### src/rtl/imm_pkg.sv
// Shared definitions for the immediate-generation stage: field select codes,
// prefix width and the prefix state encoding.
package imm_pkg;

    localparam logic [2:0] IMM_F8    = 3'b000;
    localparam logic [2:0] IMM_F4    = 3'b001;
    localparam logic [2:0] IMM_F5    = 3'b010;
    localparam logic [2:0] IMM_F11   = 3'b011;
    localparam logic [2:0] IMM_F3    = 3'b100;
    localparam logic [2:0] IMM_SHAMT = 3'b101;

    localparam int PREFIX_W = 11;

    typedef enum logic {
        ST_IDLE = 1'b0,
        ST_PFX  = 1'b1
    } state_t;

    // Codes 000-011 are the ones a pending prefix widens.
    function automatic logic is_prefixable(input logic [2:0] code);
        return !code[2];
    endfunction

endpackage

### src/rtl/imm_field_extract.sv
// Combinational immediate field select, optional prefix composition and
// zero/sign extension to the datapath width.
module imm_field_extract
    import imm_pkg::*;
#(
    parameter int DATA_W  = 16,
    parameter int INSTR_W = 16
) (
    input  logic [INSTR_W-1:0]  instruction,
    input  logic [3:0]          select,
    input  logic                prefix_apply,
    input  logic [PREFIX_W-1:0] pfx_reg,
    output logic [DATA_W-1:0]   value,
    output logic                reserved
);

    logic        sign;
    logic        wide_sign;
    logic [15:0] raw;
    logic        unused_bits;

    assign sign        = select[3];
    assign unused_bits = ^instruction[INSTR_W-1:PREFIX_W];

    // raw is already extended to 16 bits; wide_sign carries it on to DATA_W.
    always_comb begin
        raw       = 16'd0;
        reserved  = 1'b0;
        wide_sign = 1'b0;
        if (prefix_apply && is_prefixable(select[2:0])) begin
            raw       = {pfx_reg, instruction[4:0]};
            wide_sign = sign & pfx_reg[PREFIX_W-1];
        end else begin
            case (select[2:0])
                IMM_F8:    raw = {{8{sign & instruction[7]}}, instruction[7:0]};
                IMM_F4:    raw = {{12{sign & instruction[3]}}, instruction[3:0]};
                IMM_F5:    raw = {{11{sign & instruction[4]}}, instruction[4:0]};
                IMM_F11:   raw = {{5{sign & instruction[10]}}, instruction[10:0]};
                IMM_F3:    raw = {{13{sign & instruction[4]}}, instruction[4:2]};
                IMM_SHAMT: raw = (instruction[4:2] == 3'd0) ? 16'd8
                                                            : {13'd0, instruction[4:2]};
                default:   reserved = 1'b1;
            endcase
            wide_sign = raw[15];
        end
    end

    assign value = wide_sign ? DATA_W'($signed(raw)) : DATA_W'(raw);

endmodule

### src/rtl/imm_extend_stage.sv
// Registered immediate stage between decoder and ID/EX: one-cycle latency,
// prefix-word support for full 16-bit immediates, stall and flush control.
module imm_extend_stage
    import imm_pkg::*;
#(
    parameter int DATA_W  = 16,
    parameter int INSTR_W = 16
) (
    input  logic               clk,
    input  logic               rst_n,
    input  logic               in_valid,
    input  logic [INSTR_W-1:0] instruction,
    input  logic [3:0]         im_src_select,
    input  logic               prefix_en,
    input  logic               stall,
    input  logic               flush,
    output logic               out_valid,
    output logic [DATA_W-1:0]  imm_out,
    output logic               imm_extended,
    output logic               prefix_pending,
    output logic               prefix_error
);

    state_t              state;
    logic [PREFIX_W-1:0] pfx_reg;
    logic                prefix_apply;
    logic [DATA_W-1:0]   field_value;
    logic                field_reserved;

    assign prefix_apply   = (state == ST_PFX) && !prefix_en;
    assign prefix_pending = (state == ST_PFX);

    imm_field_extract #(
        .DATA_W  (DATA_W),
        .INSTR_W (INSTR_W)
    ) u_extract (
        .instruction  (instruction),
        .select       (im_src_select),
        .prefix_apply (prefix_apply),
        .pfx_reg      (pfx_reg),
        .value        (field_value),
        .reserved     (field_reserved)
    );

    // imm_out deliberately survives flush; only validity and the prefix are killed.
    always_ff @(posedge clk or negedge rst_n) begin
        if (!rst_n) begin
            state        <= ST_IDLE;
            pfx_reg      <= '0;
            out_valid    <= 1'b0;
            imm_out      <= '0;
            imm_extended <= 1'b0;
            prefix_error <= 1'b0;
        end else if (flush) begin
            state        <= ST_IDLE;
            out_valid    <= 1'b0;
            imm_extended <= 1'b0;
            prefix_error <= 1'b0;
        end else if (stall) begin
            prefix_error <= 1'b0;
        end else begin
            out_valid    <= in_valid && !prefix_en;
            prefix_error <= 1'b0;
            if (in_valid) begin
                if (prefix_en) begin
                    pfx_reg      <= instruction[PREFIX_W-1:0];
                    state        <= ST_PFX;
                    imm_extended <= 1'b0;
                    prefix_error <= (state == ST_PFX);
                end else begin
                    imm_out      <= field_value;
                    imm_extended <= prefix_apply && is_prefixable(im_src_select[2:0]);
                    prefix_error <= field_reserved;
                    state        <= ST_IDLE;
                end
            end
        end
    end

endmodule

### config.mk
export PLATFORM = sky130hd
export DESIGN_NAME = imm_extend_stage
export DESIGN_NICKNAME = d
export VERILOG_FILES = /design/src/rtl/imm_pkg.sv /design/src/rtl/imm_field_extract.sv /design/src/rtl/imm_extend_stage.sv
export SDC_FILE = /design/constraint.sdc
export NUM_CORES = 1
export LEC_CHECK = 0
export BUFFER_PORTS_ARGS = -buffer_cell sky130_fd_sc_hd__buf_2
export CAP_MARGIN = 20
export CORE_MARGIN = 1.5
export CORE_UTILIZATION = 24
export DETAILED_ROUTE_END_ITERATION = 12
export GPL_ROUTABILITY_DRIVEN = 0
export GPL_TIMING_DRIVEN = 1
export HOLD_SLACK_MARGIN = 0.02
export PLACE_DENSITY = 0.45
export SETUP_SLACK_MARGIN = 0.15
export SYNTH_ARGS = -nofsm -noshare
export SYNTH_HDL_FRONTEND = slang
export SYNTH_SLANG_ARGS = --single-unit
### constraint.sdc
create_clock -name clk -period 1.5 [get_ports clk]
set_input_delay 0.3 -clock clk [delete_from_list [all_inputs] [get_ports clk]]
set_output_delay 0.3 -clock clk [all_outputs]
set_load 0.02 [all_outputs]
==> out/metrics.yaml, run 1 <==
placed_design:
  placed_cell_area_mm2: 0.00201
  post-dp-hpwl_um: 3090
  portBuffers: 40
outcome:
  status: "finished, final reports clean"
synth:
  synth_compound_area_share_pct: 12.7
  yosysSeqAreaShare_pct: 51.7
  yosysWarnings: 0
  yosys.cell_types.count: 33
  synth_fa_ha_area_share_pct: 0
  synthArstFlopShare_pct: 100
  synth.top_cells.by_area: "dfrtp_1, mux2_2, nand3_1"
  avgSynthCellArea_um2: 10.8
  synth_xor_area_share_pct: 0.583
  synth_cells: 139
  synth_top_area_cell: "dfrtp_1"
  synth_mux_area_share_pct: 10.3
  synthSimpleGateAreaFrac_pct: 21.8
  synth-edff-count: 0
  syn_nets: 165
  synth_top_area_share_pct: 51.7
  syn-cell-area_mm2: 0.00150
  ys_ff_latch: 31
  synth_ff_type: "dfrtp_1"
  synth_top_family_by_area: "simple AND/OR/NAND/NOR gates"
floorplan:
  rows: 28
  dieArea_mm2: 0.00674
  start_util_pct: 25.1
  die_x_um: 82.1
  fp.coreArea_mm2: 0.00599
  die_y_um: 82.1
  io_pins: 46
route:
  final_antenna_net_count: 0
  vias: 1346
  wl_per_cell_um: 14.4
  via_per_inst: 4.74
  routed_wl_um: 4090
  first_pass_iters: 4
  drt_iter0_drc: 43
  drc_errors: 0
clock_network:
  numCtsBuffers: 5
  clock_sinks: 31
  clock_latency_ns: 0.28
  cts.clk_slew.worst_paths_ns: 0.07
  cts_tree: "yes"
  clock_path_buffers: 2
  clock_tree.root_cell: "clkbuf_8"
  cts_max_level: 2
finish:
  largest_register_ffs: 16
  fin_util_pct: 36.0
  final_cell_area_mm2: 0.00216
  syn_to_final_growth_pct: 43.8
  n_antenna_cell: 0
  layout-drive-gt1-share_pct: 47.4
  nets: 234
  nFillCells: 620
sta:
  fin_crit_ns: 1.35
  final_max_slew_viol_count: 0
  setup_violations: 0
  worstMarginPinSlew_ns: 0.381
  slew_headroom_pct: 74.4
  fin_skew_ns: 0.00525
  max_freq_mhz: 743
  finalCritPeriodShare_pct: 89.7
  rsz0062_at_grt: "yes"
  hold_viol_final: 0
critical_path:
  critPathRequiredTime_ns: 1.66
  start_kind: "primary input"
  arrival_ns: 1.51
  cp_max_fo: 8
  path_class: "in -> reg"
  crit_path_end_kind: "flop"
global_routing:
  grt_pass1_vias: 1430
  antenna_found_initial: 0
  grt_overflow_total: 0
  track_usage_pct: 13.5
  grt_max_degree: 32
  grt_pass1_wl_um: 6820
pwr:
  power_density_mw_per_mm2: 997
  leakage_nw: 1.08
  vdd_drop_max_mv: 0.551
job:
  drv_cap: 0
hold_path:
  hold_path_class: "in -> reg"
routing by layer:
metal,global-route usage (%),wire length (µm),up-vias
li1,-,-,650
met1,18.0,1910,654
met2,20.7,1920,37
met3,3.63,228,5
met4,5.42,33,0
met5,0,0,-
power breakdown:
group / switching [mW] / total [mW] / leakage, nW / internal, mW
logic: 0.263 / 0.493 / 0.644 / 0.230
registers: 0.0644 / 1.03 / 0.396 / 0.969
clock network: 0.302 / 0.627 / 0.0422 / 0.325
timing repair:
item | 4_1_cts | 5_1_grt
gates resized for setup | 1 | 8
pin swaps | 0 | 1
buffers inserted | 1 | 0
hold buffers | 1 | 0
cloned | 0 | 0
endpoints found under the hold margin | 31 | 0
setup endpoints to repair | 2 | 23
stage by stage:
stage / total power [mW] / TNS [ns] / instances / worst slack (ns) / hold WS (ns)
floorplan: 1.31 / -0.123 / 139 / -0.0245 / 0.00441
global placement: 1.52 / -2.09 / 274 / -0.133 / 0.267
detailed placement: 1.54 / -2.72 / 274 / -0.172 / 0.269
CTS: 2.19 / 0 / 284 / 0.138 / 0.256
global route: 2.29 / 0 / 284 / 0.131 / 0.273
finish: 2.15 / 0 / 284 / 0.155 / 0.273
synth_stat cells, types with 3 or more instances:
cell,count
dfrtp_1,31
nand3_1,17
nand2_1,13
mux2_2,12
nor2_1,9
nor3b_1,7
buf_2,5
a21o_1,3
a221o_1,3
a221oi_1,3
and3_1,3
nand3b_1,3
o21ai_0,3
o31ai_1,3
logic make-up (layout without fill, tap and decap cells):
| family | count (synthesis) | count (layout) |
|---|---|---|
| DFF | 31 | 31 |
| AOI/OAI and AO/OA | 22 | 22 |
| xor gates and xnor gates | 1 | 1 |
| muxes | 14 | 14 |
| and+or+nand+nor | 61 | 61 |
| buffers and inverters | 10 | 80 |
cell usage in the layout (no fill, tap or decap), types with 2 or more instances in the layout:
cell and count:
nor3b_1 4, nand2_1 13, inv_1 2, mux2i_1 2
buf_4 26, nor2_1 9, mux2_2 12, clkbuf_1 2
a221oi_1 2, nor3b_4 2, dfrtp_1 31, o21ai_0 2
a21o_1 3, clkbuf_8 5, a221o_1 3, nand3b_1 3
o31ai_1 3, buf_6 3, and3_1 3, buf_2 39
nand3_1 17
critical path: stages:
cell and delay [ns]:
buf_6 0.09, or4b_4 0.57, buf_4 0.19, a221o_1 0.35
layout make-up:
type	instances	area [µm²]	share of cell area, %
flip-flops and latches	31	776	35.9
inverters	2	7.51	0.348
multi-input cells	98	747	34.6
well taps	75	93.8	4.35
clock buffers	7	76.3	3.53
clock inverters	1	5.00	0.232
repair buffers	70	454	21.0
final timing paths:
path / to / slack [ns] / cells past startpoint / from
max in group asynchronous: pfx_reg[10] / 0.82 / 3 / rst_n
setup reg to reg: imm_out[5] / 0.20 / 4 / prefix_pending
setup / recovery: imm_out[5] / 0.15 / 4 / prefix_en
min in group asynchronous: pfx_reg[6] / 0.50 / 3 / rst_n
hold reg to reg: imm_out[12] / 0.49 / 2 / imm_out[12]
hold / removal: pfx_reg[6] / 0.27 / 2 / instruction[6]
No activity file was read; power rests on OpenSTA's default activity.
==> run 2: changes to the inputs <==
- PLACE_DENSITY: 0.45 -> 0.43
- clock period: 1.5 -> 1.6 ns (I/O delays scaled with it)
==> run 2 against run 1 <==
  * Register-to-register slack improved by 0.02 ns
  * Count of clock-buffer cells in the layout grew 1
  * Final area down 1.3%
  * Wire length grew 2.3%
  * Global-route usage grew 0.45 points
  * Critical path depth up 1
  * Combinational power decreased by 8.5%
  * Highest routed layer unchanged
==> out/metrics.yaml, run 2 (synthesized netlist as in run 1, its figures left out) <==
hold_path:
  hold_path_class: "in -> reg"
critical_path:
  cpMaxStageDelayCell: "or4b_4"
  cp.depth: 5  # +1
  r2r_end: "imm_out[5]"
  start_kind: "primary input"
  cpLargestDelayFamily: "simple AND/OR/NAND/NOR gates"
  critPathBufInv: 2  # unchanged
  path_class: "in -> reg"
  critPathRequiredTime_ns: 1.82  # +0.16 ns
  arrival_ns: 1.63  # +0.12 ns
  crit_path_end_kind: "flop"
  timing.critical_path.cells: "buf_6, or4b_4, a211oi_4, buf_4, a221o_1"
  cp_max_fo: 6  # -2
  critPathLaunch: "prefix_en"
  worstSetupEndpoint: "imm_out[6]"
  reg2reg_from: "prefix_pending"
  cp_slowest_stage_delay_ns: 0.55  # -0.02 ns
  worstRegToRegCells: 5  # +1
  r2r_slack_ns: 0.22  # +0.02 ns
sta:
  hold_viol_final: 0  # unchanged
  worstMarginPinSlew_ns: 0.413  # +0.0311 ns
  rsz0062_at_grt: "yes"
  fin_skew_ns: 0.00569  # +0.000438 ns
  final_max_slew_viol_count: 0  # unchanged
  slew_headroom_pct: 72.5  # -1.9 points
  fin_setup_tns_ns: 0  # unchanged
  setup_ws_ns: 0.190  # +0.0357 ns
  max_freq_mhz: 709
  fin_crit_ns: 1.41
  finalCritPeriodShare_pct: 88.1
  setup_violations: 0  # unchanged
route:
  drc_errors: 0  # unchanged
  wl_per_cell_um: 15.0  # +4.1%
  drt_iter0_drc: 65  # +51%
  first_pass_iters: 4  # unchanged
  route.layer.met1.wl_um: 1950  # +2.2%
  final_antenna_net_count: 0  # unchanged
  vias: 1319  # -2.0%
  met2_length_um: 1960  # +2.1%
  routed_wl_um: 4180  # +2.3%
  wl_met3_um: 222  # -2.6%
  via_per_inst: 4.73  # -0.25%
  maxUsedRoutingLayer: "met4"
clock_network:
  cts.clk_slew.worst_paths_ns: 0.07  # about the same
  numCtsBuffers: 5  # unchanged
  cts_tree: "yes"
  clock_tree.root_cell: "clkbuf_8"
  cts_max_level: 2  # unchanged
  clock_path_buffers: 2  # unchanged
  clock_latency_ns: 0.28  # about the same
  clock_sinks: 31  # unchanged
global_routing:
  grt_max_degree: 18  # -44%
  track_usage_pct: 14.0  # +0.45 points
  antenna_found_initial: 0  # unchanged
  grt_pass1_vias: 1357  # -5.1%
  grt_overflow_total: 0  # unchanged
  grt_pass1_wl_um: 6970  # +2.2%
pwr:
  leakage_nw: 1.06  # -2.3%
  power_density_mw_per_mm2: 983  # -1.4%
  vdd_drop_max_mv: 0.414  # -25%
  finalPower_mw: 2.09  # -2.7%
finish:
  n_antenna_cell: 0  # unchanged
  nets: 229  # -2.1%
  fin_util_pct: 35.6  # -0.48 points
  layout_common_cells: "buf_2, dfrtp_1, buf_4, nand3_1, nand2_1"
  largest_register_ffs: 16  # unchanged
  mostFrequentLayoutCell: "buf_2"
  nFillCells: 625  # +0.81%
  syn_to_final_growth_pct: 41.9
  layout-drive-gt1-share_pct: 45.1  # -2.3 points
floorplan:
  die_y_um: 82.1  # unchanged
  dieArea_mm2: 0.00674  # unchanged
  rows: 28  # unchanged
  io_pins: 46  # unchanged
  start_util_pct: 25.1  # unchanged
  fp.coreArea_mm2: 0.00599  # unchanged
  die_x_um: 82.1  # unchanged
job:
  drv_cap: 0  # unchanged
placed_design:
  preCtsSetupSlack_ns: -0.112  # +0.0603 ns
  portBuffers: 40  # unchanged
  post-dp-hpwl_um: 3160  # +2.5%
outcome:
  status: "finished, final reports clean"
-- run 2: through the flow --
| stage | cells | instance area, µm² | hold slack, ns |
|---|---|---|---|
| 2_1_floorplan | 139 | 1540 | 0.0244 |
| 3_3_place_gp | 269 | 1980 | 0.269 |
| 3_5_place_dp | 269 | 1980 | 0.280 |
| 4_1_cts | 278 | 2090 | 0.282 |
| 5_1_grt | 279 | 2130 | 0.293 |
| 6_report | 279 | 2130 | 0.286 |
-- run 2: worst register-to-register path, delay by kind of cell, from the launching register on --
kind,cells,cell delay [ns]
flops,1,0.38
simple gates,2,0.33
buf+inv,2,0.30
compound gates,1,0.25
-- run 2: how the worst min path moves through the flow --
| stage | startpoint | to | cells after the start |
|---|---|---|---|
| global route | instruction[6] | pfx_reg[6] | 2 |
| global placement | rst_n | imm_out[12] | 1 |
| finish | instruction[9] | pfx_reg[9] | 2 |
| detailed placement | rst_n | imm_out[12] | 1 |
| CTS | instruction[6] | pfx_reg[6] | 2 |
| floorplan | rst_n | imm_extended | 0 |
-- run 2: cell type report --
class | instances | area (µm²) | area share, %
inverter | 2 | 7.51 | 0.352
timing repair buffer | 65 | 432 | 20.3
sequential | 31 | 776 | 36.4
multi-input combinational | 98 | 722 | 33.9
tap | 75 | 93.8 | 4.40
clock buffer | 8 | 100 | 4.70
-- run 2: where the power goes --
part	switching, mW	internal (mW)
clock network	0.282	0.392
logic	0.242	0.208
registers	0.0606	0.908
total	0.585	1.51
-- run 2: per-layer routing --
metal,vias to the layer above,GRT usage [%]
met4,0,4.07
li1,640,-
met5,-,0
met1,638,18.8
met3,7,3.19
met2,34,22.5
-- run 2: timing repair --
item / CTS / global route
gates resized for setup: 0 / 5
hold endpoints to repair: 15 / 0
setup buffers: 0 / 1
endpoints found under the setup margin: 0 / 7
hold buffers: 1 / 0
